**src/rtl/branch_pkg.sv**
```systemverilog
// rtl/branch_pkg.sv - branch class encodings, condition codes and NZCV bit positions
package branch_pkg;

    localparam logic [1:0] BR_TYPE_B     = 2'b00;
    localparam logic [1:0] BR_TYPE_CBZ   = 2'b01;
    localparam logic [1:0] BR_TYPE_CBNZ  = 2'b10;
    localparam logic [1:0] BR_TYPE_BCOND = 2'b11;

    localparam logic [3:0] COND_EQ = 4'h0;
    localparam logic [3:0] COND_NE = 4'h1;
    localparam logic [3:0] COND_CS = 4'h2;
    localparam logic [3:0] COND_CC = 4'h3;
    localparam logic [3:0] COND_MI = 4'h4;
    localparam logic [3:0] COND_PL = 4'h5;
    localparam logic [3:0] COND_VS = 4'h6;
    localparam logic [3:0] COND_VC = 4'h7;
    localparam logic [3:0] COND_HI = 4'h8;
    localparam logic [3:0] COND_LS = 4'h9;
    localparam logic [3:0] COND_GE = 4'hA;
    localparam logic [3:0] COND_LT = 4'hB;
    localparam logic [3:0] COND_GT = 4'hC;
    localparam logic [3:0] COND_LE = 4'hD;
    localparam logic [3:0] COND_AL = 4'hE;
    localparam logic [3:0] COND_NV = 4'hF;

    localparam int NZCV_N = 3;
    localparam int NZCV_Z = 2;
    localparam int NZCV_C = 1;
    localparam int NZCV_V = 0;

endpackage

```
**src/rtl/branch_resolve_unit_cond_eval.sv**
```systemverilog
// rtl/branch_resolve_unit_cond_eval.sv - combinational B.cond evaluation against an NZCV value
module cond_eval
    import branch_pkg::*;
(
    input  logic [3:0] cond,
    input  logic [3:0] nzcv,
    output logic       cond_true
);

    logic n, z, c, v;

    assign n = nzcv[NZCV_N];
    assign z = nzcv[NZCV_Z];
    assign c = nzcv[NZCV_C];
    assign v = nzcv[NZCV_V];

    always_comb begin
        cond_true = 1'b1;
        case (cond)
            COND_EQ: cond_true = z;
            COND_NE: cond_true = !z;
            COND_CS: cond_true = c;
            COND_CC: cond_true = !c;
            COND_MI: cond_true = n;
            COND_PL: cond_true = !n;
            COND_VS: cond_true = v;
            COND_VC: cond_true = !v;
            COND_HI: cond_true = c && !z;
            COND_LS: cond_true = !(c && !z);
            COND_GE: cond_true = (n == v);
            COND_LT: cond_true = (n != v);
            COND_GT: cond_true = !z && (n == v);
            COND_LE: cond_true = !(!z && (n == v));
            COND_AL, COND_NV: cond_true = 1'b1;
        endcase
    end

endmodule

```
**src/rtl/branch_resolve_unit.sv**
```systemverilog
// rtl/branch_resolve_unit.sv - EX-stage branch resolution, NZCV register, redirect and front-end flush
// Optional statistics counters: define BRANCH_RESOLVE_STATS_EN.
module branch_resolve_unit
    import branch_pkg::*;
#(
    parameter int ADDR_W       = 64,
    parameter int FLUSH_CYCLES = 2
`ifdef BRANCH_RESOLVE_STATS_EN
    ,
    parameter int STAT_W       = 16
`endif
) (
    input  logic              clk,
    input  logic              reset_n,
    input  logic              stall,
    input  logic              flags_we,
    input  logic [3:0]        alu_flags,
    input  logic              br_valid,
    input  logic [1:0]        br_type,
    input  logic [3:0]        br_cond,
    input  logic              reg_zero,
    input  logic              br_pred_taken,
    input  logic [ADDR_W-1:0] br_target,
    input  logic [ADDR_W-1:0] br_fallthru,
    output logic              take_branch,
    output logic              redirect,
    output logic [ADDR_W-1:0] redirect_pc,
    output logic              flush,
    output logic [3:0]        flags_q
`ifdef BRANCH_RESOLVE_STATS_EN
    ,
    output logic [STAT_W-1:0] stat_branches,
    output logic [STAT_W-1:0] stat_mispredicts
`endif
);

    localparam logic [3:0] FLUSH_LOAD = 4'(FLUSH_CYCLES);

    logic [3:0] effFlags;
    logic [3:0] flushCnt;
    logic       condTrue;
    logic       outcome;
    logic       accept;
    logic       mispredict;

    // A flag-setter in the same EX slot is older than the branch, so it wins over flags_q.
    assign effFlags = flags_we ? alu_flags : flags_q;

    cond_eval uCondEval (
        .cond      (br_cond),
        .nzcv      (effFlags),
        .cond_true (condTrue)
    );

    always_comb begin
        outcome = 1'b1;
        case (br_type)
            BR_TYPE_B:     outcome = 1'b1;
            BR_TYPE_CBZ:   outcome = reg_zero;
            BR_TYPE_CBNZ:  outcome = !reg_zero;
            BR_TYPE_BCOND: outcome = condTrue;
        endcase
    end

    // Branches seen during flush are on the wrong path and must not touch any state.
    assign accept     = br_valid && !stall && !flush;
    assign mispredict = accept && (outcome != br_pred_taken);
    assign flush      = (flushCnt != 4'd0);

    always_ff @(posedge clk or negedge reset_n) begin
        if (!reset_n) begin
            flags_q     <= 4'd0;
            take_branch <= 1'b0;
            redirect    <= 1'b0;
            redirect_pc <= '0;
            flushCnt    <= 4'd0;
        end else if (!stall) begin
            if (flags_we) begin
                flags_q <= alu_flags;
            end
            redirect <= mispredict;
            if (accept) begin
                take_branch <= outcome;
            end
            if (mispredict) begin
                redirect_pc <= outcome ? br_target : br_fallthru;
                flushCnt    <= FLUSH_LOAD;
            end else if (flushCnt != 4'd0) begin
                flushCnt <= flushCnt - 4'd1;
            end
        end
    end

`ifdef BRANCH_RESOLVE_STATS_EN
    always_ff @(posedge clk or negedge reset_n) begin
        if (!reset_n) begin
            stat_branches    <= '0;
            stat_mispredicts <= '0;
        end else begin
            if (accept && (stat_branches != '1)) begin
                stat_branches <= stat_branches + 1'b1;
            end
            if (mispredict && (stat_mispredicts != '1)) begin
                stat_mispredicts <= stat_mispredicts + 1'b1;
            end
        end
    end
`endif

endmodule
```
**config.mk**
```make
export PLATFORM = sky130hd
export DESIGN_NAME = branch_resolve_unit
export DESIGN_NICKNAME = d
export VERILOG_FILES = /design/src/rtl/branch_pkg.sv /design/src/rtl/branch_resolve_unit_cond_eval.sv /design/src/rtl/branch_resolve_unit.sv
export SDC_FILE = /design/constraint.sdc
export NUM_CORES = 1
export LEC_CHECK = 0
export CAP_MARGIN = 25
export CORE_ASPECT_RATIO = 0.9
export CORE_MARGIN = 4
export CORE_UTILIZATION = 41
export CTS_CLUSTER_SIZE = 10
export DETAILED_ROUTE_END_ITERATION = 6
export GPL_TIMING_DRIVEN = 0
export PLACE_DENSITY_LB_ADDON = 0.15
export REMOVE_ABC_BUFFERS = 1
export SYNTH_ARGS = -nofsm -noshare
export SYNTH_HDL_FRONTEND = slang
export SYNTH_SLANG_ARGS = --single-unit
```
**constraint.sdc**
```tcl
create_clock -name clk -period 2.5 [get_ports clk]
set_clock_uncertainty 0.1 [all_clocks]
set_input_delay 0.5 -clock clk [delete_from_list [all_inputs] [get_ports clk]]
set_output_delay 0.5 -clock clk [all_outputs]
set_load 0.05 [all_outputs]
```
* Word-level counts from Yosys, hierarchy flattened
Cells that the tools add are included.
** Word-level totals
- Input bits :: 145
- Flip-flop bits (word level) :: 74
- Word-level logic and storage cells :: 56
- Output and inout port bits :: 71
** Cells by class
- Equality and inequality tests :: 21
- Mux-type cells :: 6
- Bitwise operators :: 1
- Add/subtract/negate cells :: 1
- Reductions and logical operators :: 22
** Operators by type and width (count)
- 2-to-1 mux 64 bit :: 1
- == test 4 bit (second input constant) :: 8
- == test 4 x 3 -> 1 bit (second input constant) :: 4
- case mux 1 bit (15 select lines) :: 1
- 2-to-1 mux 4 bit :: 3
- zero test 1 bit :: 9
- == test 4 x 2 -> 1 bit (second input constant) :: 2
- AND reduction 2 bit :: 3
- logical AND 1 bit :: 5
- == test 2 bit (second input constant) :: 2
- == test 4 x 1 -> 1 bit (second input constant) :: 1
- zero test 4 bit :: 1
- case mux 1 bit (4 select lines) :: 1
- nonzero test 4 bit :: 1
- subtractor 4 x 1 -> 4 bit (second input constant) :: 1
- == test 2 x 1 -> 1 bit (second input constant) :: 1
- zero test 2 bit :: 1
- inequality test 1 bit :: 2
- nonzero test 2 bit :: 1
- OR reduction 2 bit :: 1
- == test 1 bit :: 1
- NOT 1 bit :: 1

* Depth between registers and ports, before layout
- Word-level depth :: 10
- Mapped depth :: 11
- Mapped depth without buffers :: 9

* Hierarchy
A second synthesis with hierarchy kept.
** Second synthesis, totals
- Cells, all modules :: 523
- Area total of the unflattened synthesis :: 5557.8 sq um
** By module, submodules not included
- branch_resolve_unit :: area an instance 5320.1 sq um, seq. area each 1851.8 sq um, instances 1, cells each 490
- cond_eval :: area an instance 237.7 sq um, seq. area each 0.0 sq um, instances 1, cells each 33

* Least setup slack after synthesis
Ideal clock, no wire load.
- Path type :: in2reg
- Start :: input port flags_we
- End :: register redirect_pc[24]
- Path slack :: -0.398 ns
- Path buffers :: 3
- Data arrival time :: 2.675 ns
- Cell stages on the path :: 10
- Setup time :: 0.123 ns
- Required time :: 2.277 ns
- Path through :: buf_6 > mux2i_1 > a21boi_2 > mux2i_1 > or4b_4 > o211ai_4 > buf_12 > buf_12 > mux2_4 > a2bb2oi_2
** On the way
- Word-level cells in the longest chain between the ends :: 9
- Elaborated cells between the ends (all ways) :: 17
- Classes of those cells :: 3 x eq/ne; 4 x mux; 10 x reduce/logical
** Ends and longest elaborated chain
- from (decl) :: RTL line branch_resolve_unit.sv:16 : input logic flags_we,
- 2-to-1 mux 4 bit *
- == test 1 bit / zero test 1 bit (equally long branches)
- logical AND 1 bit, on equally long branches
- zero test 1 bit, on equally long branches :: RTL line branch_resolve_unit_cond_eval.sv:33, branch_resolve_unit_cond_eval.sv:29
- case mux 1 bit (15 select lines) * :: RTL line branch_resolve_unit_cond_eval.sv:19 : case (cond)
- case mux 1 bit (4 select lines) * :: RTL line branch_resolve_unit.sv:57 : case (br_type)
- inequality test 1 bit :: RTL line branch_resolve_unit.sv:67 : assign mispredict = accept && (outcome != br_pred_taken);
- logical AND 1 bit :: RTL line branch_resolve_unit.sv:67
- AND reduction 2 bit (no line)
- to (signal assigned) :: RTL line branch_resolve_unit.sv:86 : redirect_pc <= outcome ? br_target : br_fallthru;
- to (decl) :: RTL line branch_resolve_unit.sv:27 : output logic [ADDR_W-1:0] redirect_pc,
Mark *: on every way between the ends. The rest lies on a longest branch, timed or not.
A chain may end at the register's enable or synchronous reset.

* Final worst setup path
- Start :: register flags_q[3]
- End :: register redirect_pc[14]
** On the way
- Word-level cells in the longest chain between the ends :: 9
- Elaborated cells between the ends (all ways) :: 12
- Classes of those cells :: 3 x eq/ne; 4 x mux; 5 x reduce/logical
** Ends and longest elaborated chain
- from (decl) :: RTL line branch_resolve_unit.sv:29 : output logic [3:0] flags_q
- from (signal assigned) :: RTL line branch_resolve_unit.sv:79 : flags_q <= alu_flags;
- 2-to-1 mux 4 bit *
- == test 1 bit :: RTL line branch_resolve_unit_cond_eval.sv:30, branch_resolve_unit_cond_eval.sv:32, branch_resolve_unit_cond_eval.sv:33
- logical AND 1 bit :: RTL line branch_resolve_unit_cond_eval.sv:32, branch_resolve_unit_cond_eval.sv:33
- zero test 1 bit :: RTL line branch_resolve_unit_cond_eval.sv:33 : COND_LE: cond_true = !(!z && (n == v));
- case mux 1 bit (15 select lines) * :: RTL line branch_resolve_unit_cond_eval.sv:19
- case mux 1 bit (4 select lines) * :: RTL line branch_resolve_unit.sv:57
- inequality test 1 bit :: RTL line branch_resolve_unit.sv:67
- logical AND 1 bit :: RTL line branch_resolve_unit.sv:67
- AND reduction 2 bit (no line)
Marked as above.

==> impl_metrics.json <==
{
  "clk_path_buf_depth": 2,
  "grt_use_total_pct": 24.6,
  "route.detailed.drc": 0,
  "grt_pass1_wl_um": 30300,
  "vdd_drop_max_uv": 696,
  "tightest_slew_ns": 0.766,
  "h-tree-depth": 3,
  "clock_latency_ns": 0.34,
  "p_leak_nw": 4.09,
  "setup_tns_ns": -25.00,
  "synth_seq_cells": 74,
  "final_common_cell": "clkdlybuf4s50_1",
  "die_area_um2": 15400,
  "violations": "negative setup slack",
  "gp_congestion": 0.764,
  "grt_max_degree": 72,
  "antenna_found_initial": 1,
  "ant_nets": 0,
  "rsz0062_at_grt": "true",
  "wire_per_inst_um": 20.1,
  "crit_type": "reg -> reg",
  "ios": 216,
  "cts_root_buf": "clkbuf_16",
  "critPathLaunchType": "register",
  "die_x_um": 130,
  "ys_warn_count": 0,
  "path_max_fanout": 5,
  "setup.worst_path.start": "flags_q[3]",
  "syn_area_um2": 5540,
  "synth_cell_types": 46,
  "final_area_um2": 8860,
  "nNetsFinal": 941,
  "finalSetupViolCount": 65,
  "routed-via-count": 5467,
  "fill_cells": 957,
  "synth_edf_count": 0,
  "die_height_um": 118,
  "drt_iter0_markers": 276,
  "synth_cells": 570,
  "async_flop_share_pct": 100,
  "cts_num_sinks": 74,
  "row_count": 39,
  "clk_pin_slew_ns": 0.06,
  "hold_class": "in -> async",
  "drtPass1Iterations": 5,
  "drv_cap": 0,
  "comb_power_share_pct": 61.3,
  "synth-seq-area-share_pct": 33.5,
  "r2r-start": "flags_q[3]",
  "arrival_ns": 3.11,
  "p_seq_share_pct": 24.7,
  "period_share_pct": 119,
  "cts_made_buffers": 9,
  "totalWireLength_um": 19400,
  "gr-total-overflow": 0,
  "maxSlewHeadroom_pct": 48.8,
  "required_ns": 2.63,
  "status": "finished with violations",
  "syn_avg_cell_area_um2": 9.71,
  "synth_ff_type": "dfrtp_1",
  "antennaDiodeCount": 0,
  "portBuffers": 215,
  "hold_violations": 0,
  "p_int_mw": 4.75,
  "timing.fmax_mhz": 335,
  "power_density_nw_per_um2": 977,
  "switching_power_mw": 3.92,
  "area_growth_pct": 60.1,
  "finalMaxSlewViolations": 0,
  "vias_per_cell": 5.68,
  "cp-end-kind": "register",
  "cts_tree": "yes",
  "dp_hpwl_um": 12900,
  "coreArea_um2": 12900,
  "drive_gt1_share_pct": 25.9,
  "grt_pass1_vias": 5602,
  "cts_hold_buf": 0,
  "p_clk_share_pct": 14.1,
  "p_sw_share_pct": 45.2,
  "whs_ns": 0.0194,
  "reg2reg_slack_ns": -0.49,
  "place_area_um2": 7940,
  "setup_ws_ns": -0.486,
  "initial_core_util_pct": 42.8,
  "final_cell_mix": "201 x clkdlybuf4s50_1, 176 x nand2_1, 73 x dfrtp_1",
  "fin_crit_ns": 2.99
}
per-layer routing:
layer / vias up / routed length [um] / global-route usage [%]
met2: 220 / 9630 / 40.8
met3: 36 / 1730 / 8.71
li1: 2509 / - / -
met5: - / 7 / 0
met4: 2 / 379 / 6.23
met1: 2700 / 7610 / 30.3
worst max-delay path, stage by stage, from the launching register on:
cell and delay [ns]:
dfrtp_2 0.46, xnor2_4 0.24, mux2i_4 0.11, mux2i_2 0.19
or4b_4 0.59, o211ai_4 0.25, buf_12 0.15, buf_16 0.13
buf_12 0.11, buf_16 0.11, mux2_4 0.30, a2bb2oi_2 0.12
per-stage QoR:
stage	cells	setup WS, ns	total power, mW	utilization [%]
after floorplan	519	-8.83	5.45	-
after global placement	898	-22.24	7.04	58.7
after detailed placement	916	-2.04	7.18	61.4
after CTS	958	-0.486	8.60	67.6
after global routing	963	-0.612	9.09	68.6
final	963	-0.486	8.66	68.6
worst paths after layout:
| kind | end | cells after the start |
|---|---|---|
| max in group asynchronous | flags_q[3] | 2 |
| min in group clk | flags_q[3] | 2 |
| setup / recovery | redirect_pc[14] | 11 |
| setup reg to reg | redirect_pc[14] | 11 |
| hold / removal | redirect_pc[39] | 1 |
| hold reg to reg | take_branch | 2 |
state kept, by name, summed over array words and instances, names as in the netlist:
signal / cells
redirect_pc: 64
flags_q: 4
flushCnt: 4
redirect: 1
take_branch: 1
cell usage after synthesis, types with 2 or more instances:
| library cell | count | area (um^2) |
|---|---|---|
| mux2i_1 | 35 | 350 |
| o21ai_0 | 2 | 10.0 |
| nor2b_1 | 3 | 18.8 |
| clkbuf_1 | 39 | 146 |
| nand2b_1 | 3 | 18.8 |
| ha_1 | 2 | 25.0 |
| buf_12 | 6 | 120 |
| or3_1 | 2 | 12.5 |
| nor3b_1 | 2 | 15.0 |
| inv_1 | 6 | 22.5 |
| a32oi_1 | 3 | 26.3 |
| a2bb2oi_1 | 15 | 131 |
| a31oi_1 | 58 | 363 |
| mux2_2 | 18 | 203 |
| nor2_1 | 7 | 26.3 |
| a2bb2oi_2 | 41 | 616 |
| dfrtp_1 | 74 | 1850 |
| nor3_1 | 3 | 15.0 |
| mux2_4 | 42 | 631 |
| buf_2 | 3 | 15.0 |
| a21oi_1 | 2 | 10.0 |
| xnor2_1 | 5 | 43.8 |
| nand2_1 | 176 | 661 |
timing repair:
item,in CTS,in global routing
setup buffers,20,7
endpoints found under the setup margin,69,68
gates cloned,6,0
pin swaps,7,8
gates resized for setup,60,27
logic make-up (layout without fill, tap and decap cells):
| kind of cell | count (synthesis) | count (layout) | synth area share [%] |
|---|---|---|---|
| multiplexers | 95 | 95 | 21.4 |
| AND/OR/NAND/NOR | 206 | 206 | 15.3 |
| flip-flops | 74 | 74 | 33.5 |
| XOR/XNOR | 5 | 5 | 0.791 |
| buffers and inverters | 57 | 286 | 5.90 |
| AO/OA/AOI/OAI | 131 | 131 | 22.7 |
| adder cells (fa/ha/maj) | 2 | 2 | 0.452 |
power by group through the flow:
stage	Clock, mW	Sequential [mW]	Combinational, mW
floorplan	0	3.73	1.72
global placement	0	2.08	4.96
detailed placement	0	2.12	5.05
CTS	1.25	2.12	5.23
global route	1.30	2.21	5.57
finish	1.22	2.14	5.31
area by class of cell:
cell class,count,area [um^2],share of cell area (%)
clock inverter,6,32.5,0.367
timing repair buffer,264,2890,32.6
tap,164,205,2.31
sequential,74,1850,20.9
clock buffer,10,239,2.70
inverter,6,22.5,0.254
multi-input combinational,439,3620,40.9
No activity file was read; power rests on OpenSTA's default activity.
